<file path="src/rtl/pulse_amp_memory_writer_pkg.sv">
`default_nettype none
// ============================================================================
// Module  : pulse_amp_memory_writer_pkg
// Purpose : Shared types and default geometry for the amp memory writer.
//           Provides the FSM state enumeration and default widths.
// Ports   : (package, no ports)
// Rev     : 1.0  initial release
// ============================================================================
package pulse_amp_memory_writer_pkg;

  // Default geometry. The memory address is {direction, sample index}.
  localparam int PAW_DIRECTION_WIDTH       = 2;
  localparam int PAW_AMP_MEMORY_ADDR_WIDTH = 9;
  localparam int PAW_AMP_DATA_WIDTH        = 16;

  typedef enum logic [1:0] {
    ST_IDLE  = 2'd0,
    ST_WRITE = 2'd1,
    ST_DONE  = 2'd2
  } paw_state_t;

endpackage : pulse_amp_memory_writer_pkg
`default_nettype wire

</file>
<file path="src/rtl/pulse_amp_memory_writer_counter.sv">
`default_nettype none
// ============================================================================
// Module  : pulse_amp_memory_writer_counter
// Purpose : Free-wrapping up-counter used as the in-bank sample index.
// Ports   : clk   - clock
//           rst   - synchronous active-high clear (also used to restart a load)
//           en    - increment enable
//           count - current count value
// Rev     : 1.0  initial release
// ============================================================================
module pulse_amp_memory_writer_counter #(
  parameter int COUNT_WIDTH = 7
) (
  input  logic                   clk,
  input  logic                   rst,
  input  logic                   en,
  output logic [COUNT_WIDTH-1:0] count
);

  logic [COUNT_WIDTH-1:0] count_q;
  logic [COUNT_WIDTH-1:0] count_d;

  always_comb begin
    count_d = count_q;
    if (en) begin
      count_d = count_q + COUNT_WIDTH'(1);
    end
  end

  always_ff @(posedge clk) begin
    if (rst) begin
      count_q <= '0;
    end else begin
      count_q <= count_d;
    end
  end

  assign count = count_q;

endmodule : pulse_amp_memory_writer_counter
`default_nettype wire

</file>
<file path="src/rtl/pulse_amp_memory_writer.sv">
`default_nettype none
// ============================================================================
// Module  : pulse_amp_memory_writer
// Purpose : Loads amplitude samples from a valid/ready stream into one
//           direction bank of the amp memory at address {direction, index}.
// Ports   : clk, rst            - clock, synchronous active-high reset
//           start, abort        - begin / cancel a load
//           direction_in        - target bank (latched on accepted start)
//           length_in           - sample count 0..DEPTH (saturated above DEPTH)
//           sample_valid/_data  - upstream sample stream
//           sample_ready        - upstream handshake ready
//           amp_memory_wr_*     - registered memory write port
//           busy                - high whenever not IDLE
//           done                - one-cycle completion pulse
// Rev     : 1.0  initial release
// ============================================================================
module pulse_amp_memory_writer
  import pulse_amp_memory_writer_pkg::*;
#(
  parameter int DIRECTION_WIDTH       = PAW_DIRECTION_WIDTH,
  parameter int AMP_MEMORY_ADDR_WIDTH = PAW_AMP_MEMORY_ADDR_WIDTH,
  parameter int AMP_DATA_WIDTH        = PAW_AMP_DATA_WIDTH
) (
  input  logic                              clk,
  input  logic                              rst,
  input  logic                              start,
  input  logic                              abort,
  input  logic [DIRECTION_WIDTH-1:0]        direction_in,
  input  logic [AMP_MEMORY_ADDR_WIDTH-DIRECTION_WIDTH:0] length_in,
  input  logic                              sample_valid,
  input  logic [AMP_DATA_WIDTH-1:0]         sample_data,
  output logic                              sample_ready,
  output logic                              amp_memory_wr_en,
  output logic [AMP_MEMORY_ADDR_WIDTH-1:0]  amp_memory_wr_addr,
  output logic [AMP_DATA_WIDTH-1:0]         amp_memory_wr_data,
  output logic                              busy,
  output logic                              done
);

  localparam int COUNTER_WIDTH = AMP_MEMORY_ADDR_WIDTH - DIRECTION_WIDTH;
  // DEPTH expressed in the length width: a single 1 above the counter bits.
  localparam logic [COUNTER_WIDTH:0] DEPTH_LEN = {1'b1, {COUNTER_WIDTH{1'b0}}};
  localparam logic [COUNTER_WIDTH:0] LEN_ONE   = {{COUNTER_WIDTH{1'b0}}, 1'b1};

  paw_state_t                       state_q,   state_d;
  logic [DIRECTION_WIDTH-1:0]       dir_q,     dir_d;
  logic [COUNTER_WIDTH:0]           len_q,     len_d;
  logic                             wr_en_q,   wr_en_d;
  logic [AMP_MEMORY_ADDR_WIDTH-1:0] wr_addr_q, wr_addr_d;
  logic [AMP_DATA_WIDTH-1:0]        wr_data_q, wr_data_d;

  logic                     w_start_accept;
  logic                     w_accept;
  logic                     w_last;
  logic [COUNTER_WIDTH-1:0] w_count;
  logic [COUNTER_WIDTH:0]   w_count_next;
  logic [COUNTER_WIDTH:0]   w_len_sat;

  assign sample_ready   = (state_q == ST_WRITE) && !abort;
  assign w_accept       = sample_valid && sample_ready;
  assign w_start_accept = (state_q == ST_IDLE) && start;

  // One bit wider than the counter so a full-bank load (len == DEPTH) can
  // match on the final sample even though the counter itself wraps to 0.
  assign w_count_next = {1'b0, w_count} + LEN_ONE;
  assign w_last       = (w_count_next == len_q);
  assign w_len_sat    = (length_in > DEPTH_LEN) ? DEPTH_LEN : length_in;

  pulse_amp_memory_writer_counter #(
    .COUNT_WIDTH (COUNTER_WIDTH)
  ) u_counter (
    .clk   (clk),
    .rst   (rst | w_start_accept),
    .en    (w_accept),
    .count (w_count)
  );

  always_comb begin
    state_d   = state_q;
    dir_d     = dir_q;
    len_d     = len_q;
    wr_en_d   = 1'b0;
    wr_addr_d = wr_addr_q;
    wr_data_d = wr_data_q;

    case (state_q)
      ST_IDLE: begin
        if (start) begin
          dir_d   = direction_in;
          len_d   = w_len_sat;
          state_d = (w_len_sat == '0) ? ST_DONE : ST_WRITE;
        end
      end
      ST_WRITE: begin
        if (abort) begin
          state_d = ST_IDLE;
        end else if (w_accept) begin
          wr_en_d   = 1'b1;
          wr_addr_d = {dir_q, w_count};
          wr_data_d = sample_data;
          if (w_last) begin
            state_d = ST_DONE;
          end
        end
      end
      ST_DONE: begin
        state_d = ST_IDLE;
      end
      default: begin
        state_d = ST_IDLE;
      end
    endcase
  end

  always_ff @(posedge clk) begin
    if (rst) begin
      state_q   <= ST_IDLE;
      dir_q     <= '0;
      len_q     <= '0;
      wr_en_q   <= 1'b0;
      wr_addr_q <= '0;
      wr_data_q <= '0;
    end else begin
      state_q   <= state_d;
      dir_q     <= dir_d;
      len_q     <= len_d;
      wr_en_q   <= wr_en_d;
      wr_addr_q <= wr_addr_d;
      wr_data_q <= wr_data_d;
    end
  end

  assign amp_memory_wr_en   = wr_en_q;
  assign amp_memory_wr_addr = wr_addr_q;
  assign amp_memory_wr_data = wr_data_q;
  assign busy               = (state_q != ST_IDLE);
  assign done               = (state_q == ST_DONE);

endmodule : pulse_amp_memory_writer
`default_nettype wire

</file>
<file path="config.mk">
export PLATFORM = sky130hd
export DESIGN_NAME = pulse_amp_memory_writer
export DESIGN_NICKNAME = d
export VERILOG_FILES = /design/src/rtl/pulse_amp_memory_writer_pkg.sv /design/src/rtl/pulse_amp_memory_writer_counter.sv /design/src/rtl/pulse_amp_memory_writer.sv
export SDC_FILE = /design/constraint.sdc
export NUM_CORES = 1
export LEC_CHECK = 0
export CORE_ASPECT_RATIO = 1.5
export CORE_MARGIN = 3
export CORE_UTILIZATION = 45
export DETAILED_ROUTE_END_ITERATION = 8
export PLACE_DENSITY = 0.79
export SLEW_MARGIN = 5
export SYNTH_ARGS = -nofsm -noshare
export SYNTH_HDL_FRONTEND = slang
export SYNTH_HIERARCHICAL = 1
export SYNTH_SLANG_ARGS = --single-unit
</file>
<file path="constraint.sdc">
create_clock -name clk -period 5.03 [get_ports clk]
set_input_delay 1.006 -clock clk [delete_from_list [all_inputs] [get_ports clk]]
set_output_delay 1.006 -clock clk [all_outputs]
set_load 0.005 [all_outputs]
</file>
======== Word-level counts from Yosys, hierarchy flattened ========
Cells that the tools add are included.
storage, ports and cells
  register bits ........................... 45
  output and inout port bits .............. 29
  logic and storage cells ................. 38
operators by class
  $add $sub $neg .......................... 2
  order comparisons ....................... 1
  eq/ne operators ......................... 6
  multiplexer cells ....................... 8
  bitwise operators ....................... 3
  reduce and logical (&&, ||, !) cells .... 11
operator list
  cell                   count
  $mux W2                5
  $add A7 B1 Y8 const B  1
  $eq A8 B8 Y1           1
  $gt A8 B8 Y1 const B   1
  $logic_not A8 Y1       1
  $mux W8                1
  $add A7 B1 Y7 const B  1
  $reduce_and A3 Y1      2
  $pmux W2 S2            1
  $logic_and A1 B1 Y1    3
  $ne A3 B2 Y1 const B   1
  $ne A3 B3 Y1 const B   1
  $reduce_or A3 Y1       1
  $eq A2 B1 Y1 const B   1
  $eq A2 B2 Y1 const B   1
  $logic_not A2 Y1       1
  $ne A2 B2 Y1 const B   1
  $not A1 Y1             2
  $reduce_and A2 Y1      1
  $reduce_bool A2 Y1     1
  $logic_not A1 Y1       1
  $mux W1                1
  $or A1 B1 Y1           1

======== Depth between registers and ports, before layout ========
  depth after elaboration ................. 6
  mapped depth ............................ 7
  gate-level depth less buffers ........... 6

======== Hierarchy ========
Netlist, hierarchy kept.
modules (own cells, without submodules)
  module                           instances  cells an instance  area each (um2)
  pulse_amp_memory_writer          1          209                1627.8
  pulse_amp_memory_writer_counter  1          29                 272.8

======== Worst setup path before layout ========
No wires, ideal clock.
  kind .................................... in2reg
  start ................................... in abort
  end ..................................... reg u_counter.count_q[5], in the netlist u_counter/count[5]
  library setup time ...................... 71 ps
  arrival time ............................ 2417 ps
  data required time ...................... 4959 ps
  path slack .............................. 2542 ps
  cell stages on the path ................. 7
  path buffers ............................ 1
  path through ............................ nor3b_2 nand2_2 inv_2 buf_2 nand4_1 or3_1 a21oi_1
on the way
  word-level cells in the longest chain between the ends .. 3
ends and longest elaborated chain
  what                    RTL line                               text
  start: declaration      pulse_amp_memory_writer.sv:27          input logic abort,
  $logic_not A1 Y1        pulse_amp_memory_writer.sv:59          assign sample_ready = (state_q == ST_WRITE) && !abort;
  $logic_and A1 B1 Y1     pulse_amp_memory_writer.sv:59
  $logic_and A1 B1 Y1     pulse_amp_memory_writer.sv:60          assign w_accept = sample_valid && sample_ready;
  via w_accept            pulse_amp_memory_writer.sv:53          logic w_accept;
  end signal: assignment  pulse_amp_memory_writer_counter.sv:34  count_q <= count_d;
  end: declaration        pulse_amp_memory_writer_counter.sv:20  logic [COUNT_WIDTH-1:0] count_q;
The timed path passes the listed nets, and every way through them passes these cells.
A chain may end at the register's enable or synchronous reset.

======== Worst setup path in the final report ========
  start ................................... in abort
  end ..................................... out sample_ready
on the way
  word-level cells in the longest chain between the ends .. 2
ends and longest elaborated chain
  what                 RTL line                       text
  $logic_not A1 Y1     pulse_amp_memory_writer.sv:59
  $logic_and A1 B1 Y1  pulse_amp_memory_writer.sv:59
  end: declaration     pulse_amp_memory_writer.sv:32  output logic sample_ready,
Every way passes these cells.

==> results.py <==
metrics = {
    "pwr": {
        "p_clk_share_pct": 35.2,
        "switching_share_pct": 22.34,
        "intPower_w": 0.0005286,
        "pwr-share-seq_pct": 54.3,
        "ir_drop_v": 0.0003351,
        "combPwrFrac_pct": 10.5,
        "p_switching_w": 0.0001521,
        "cellPowerDensity_mw_per_mm2": 261.3,
        "leakage_nw": 0.9188,
    },
    "floorplanning": {
        "die_w_um": 59.06,
        "die-area_mm2": 0.005055,
        "start_util_pct": 47.59,
        "io_pins": 60,
        "rows": 28,
        "coreArea_mm2": 0.003994,
        "die_h_um": 85.60,
    },
    "yosys": {
        "ys.flop_type": "dfxtp_1",
        "syn-instance-count": 238,
        "synth_area_mm2": 0.001901,
        "yosysSeqAreaShare_pct": 47.40,
        "yosys.cell_types.count": 34,
        "syn-num-nets": 271,
        "synth-seq-cells": 45,
        "synth_edf_count": 0,
        "synth.avg_cell_area_um2": 7.986,
        "synthArstFlopShare_pct": 0,
        "synth_warnings": 6,
    },
    "clock_tree": {
        "clock_latency_ns": 0.29,
        "cts_root_buf": "clkbuf_8",
        "cts_max_path_buffers": 2,
        "clk_pin_slew_ns": 0.08,
        "cts_hold_buf": 0,
        "cts_made_buffers": 5,
        "htreeDepth": 2,
        "cts_tree": "built",
        "cts_sinks": 45,
        "cts_resized": 0,
        "postCtsSetupBuffers": 0,
    },
    "global_routing": {
        "grt_pass1_wl_mm": 7.079,
        "grt_max_degree": 31,
        "grt_overflow": 0,
        "antenna_found_initial": 0,
        "grt_pass1_vias": 1636,
        "grt.total_usage_pct": 17.81,
    },
    "worst_setup_path": {
        "path_depth": 3,
        "cp-start-kind": "primary input",
        "crit_path_top_delay_cell": "clkdlybuf4s50_1",
        "crit_fanout": 4,
        "cp_top_family": "buffers and inverters",
        "cp-end-kind": "output port",
        "cp_num_buf_inv": 2,
        "cpMostUsedCell": "clkdlybuf4s50_1",
        "crit_required_ns": 4.02,
        "worstPathArrival_ns": 2.31,
        "slowest_delay_ns": 0.58,
        "path_cells": "clkdlybuf4s50_1 > nor3b_2 > clkdlybuf4s50_1",
        "worst-r2r-cell-count": 6,
        "path_class": "primary input to output port",
    },
    "sta": {
        "grt_setup_unrepaired": "false",
        "clock.fmax_ghz": 0.3019,
        "hold_viol": 0,
        "timing.final.ws_setup_ns": 1.718,
        "setup_viol": 0,
        "hold_ws_ns": 0.4502,
        "report.final.slew_viol_count": 0,
        "finalCritPeriodShare_pct": 65.85,
        "worstMarginPinSlew_ns": 0.6559,
        "relSlewSlack_pct": 56.14,
        "min_period_ns": 3.312,
        "fin_skew_ns": 0.004788,
        "finalSetupTns_ns": 0,
    },
    "final_layout": {
        "nFillCells": 359,
        "final_cell_mix": "62 x nand2_1, 59 x clkdlybuf4s50_1, 45 x dfxtp_1",
        "instances_no_fill": 339,
        "mostFrequentLayoutCell": "nand2_1",
        "syn_to_final_growth_pct": 37.06,
        "antennaDiodeCount": 0,
        "layout.nets": 326,
        "fin_area_mm2": 0.002605,
        "drive_gt1_share_pct": 4.762,
    },
    "routing": {
        "drt-total-wl_mm": 4.203,
        "vias": 1777,
        "post-route-drc-count": 0,
        "vias_per_cell": 5.242,
        "drt_iter0_markers": 60,
        "drt_pass1_iterations": 4,
        "routedWlPerCell_um": 12.40,
        "drtAntennaViolNets": 0,
    },
    "placement": {
        "port_buffers": 59,
        "dp_cells": 331,
        "hpwl_mm": 3.086,
        "placed_cell_area_mm2": 0.002504,
        "place_ws_ns": 1.574,
        "gp_congestion": 0.7468,
    },
    "min_path": {
        "hold_class": "flip-flop to flip-flop",
        "hold_path_depth": 2,
    },
    "run": {
        "drv_cap": 0,
    },
    "run_status": {
        "outcome": "finished, final reports clean",
    },
}
[power by group through the flow]
stage / Combinational (W) / Clock (W) / Sequential [W]
finish: 0.0000716 / 0.000239 / 0.000370
global route: 0.0000789 / 0.000259 / 0.000371
CTS: 0.0000724 / 0.000247 / 0.000370
detailed placement: 0.0000719 / 0 / 0.000378
global placement: 0.0000712 / 0 / 0.000378
floorplan: 0.0000326 / 0 / 0.000377
[Yosys cell counts (2+ instances only)]
cell	count	share of area, %
a21oi_1	38	10
buf_2	2	0.53
clkbuf_1	8	1.6
dfxtp_1	45	47
ha_1	2	1.3
inv_1	5	0.99
nand2_1	62	12
nand3_1	6	1.6
nand4_1	4	1.3
nor2_1	18	3.6
nor2b_1	3	0.99
nor3b_1	8	3.2
nor4_1	3	0.99
o2111ai_1	2	0.92
o21ai_0	2	0.53
or3_1	2	0.66
xnor2_1	4	1.8
xor2_1	8	3.7
[per-stage QoR]
stage | utilization [%] | power (W)
floorplan | - | 0.0004101
global placement | 62.69 | 0.0004491
detailed placement | 62.69 | 0.0004501
CTS | 65.23 | 0.0006893
global route | 65.23 | 0.0007087
finish | 65.23 | 0.0006807
[final timing paths]
path                                               from                                  to  slack, ns
worst max-delay path                              abort                        sample_ready       1.72
worst max register to register  state_q[0]$_SDFFE_PP0P_     u_counter/count[5]$_SDFFE_PP0P_       2.63
worst min register to register    dir_q[0]$_SDFFE_PP0P_  amp_memory_wr_addr[7]$_SDFFE_PP0P_       0.45
worst min-delay path              dir_q[0]$_SDFFE_PP0P_  amp_memory_wr_addr[7]$_SDFFE_PP0P_       0.45
[final cells by class]
| type | instances | area (um^2) | share of cell area [%] |
|---|---|---|---|
| Tap cell | 45 | 56.30 | 2.161 |
| Timing Repair Buffer | 60 | 598.1 | 22.96 |
| Clock buffer | 7 | 96.34 | 3.698 |
| Inverter | 6 | 22.52 | 0.8646 |
| Multi-Input combinational cell | 175 | 925.9 | 35.54 |
| Sequential cell | 45 | 900.9 | 34.58 |
| Clock inverter | 1 | 5.005 | 0.1921 |
[layer usage]
metal | global-route usage (%) | routed length, um | vias to the layer above
met4 | 6.804 | 68 | 0
met5 | 0 | 0 | -
met1 | 20.81 | 1751 | 817
met2 | 30.48 | 2192 | 42
li1 | - | - | 912
met3 | 4.518 | 192 | 6
[registers in the layout, summed over array words and instances (netlist names)]
name                cells
amp_memory_wr_addr      9
len_q                   8
state_q                 2
u_counter/count         7
dir_q                   2
amp_memory_wr_en        1
amp_memory_wr_data     16
[tightest hold or removal path, stage by stage, from the launching register on]
cell and delay [ns]:
dfxtp_1 0.31, nand2_1 0.05, a21oi_1 0.05
[kinds of logic after synthesis]
logic type      Yosys count  share of synthesized area, %
simple gates            110                         26.27
buf+inv                  18                         3.884
mux                       1                        0.5267
flops                    45                         47.40
compound gates           50                         15.08
xor+xnor                 12                         5.530
fa+ha+maj                 2                         1.316
Note: power is estimated with default switching activity, not from simulation.
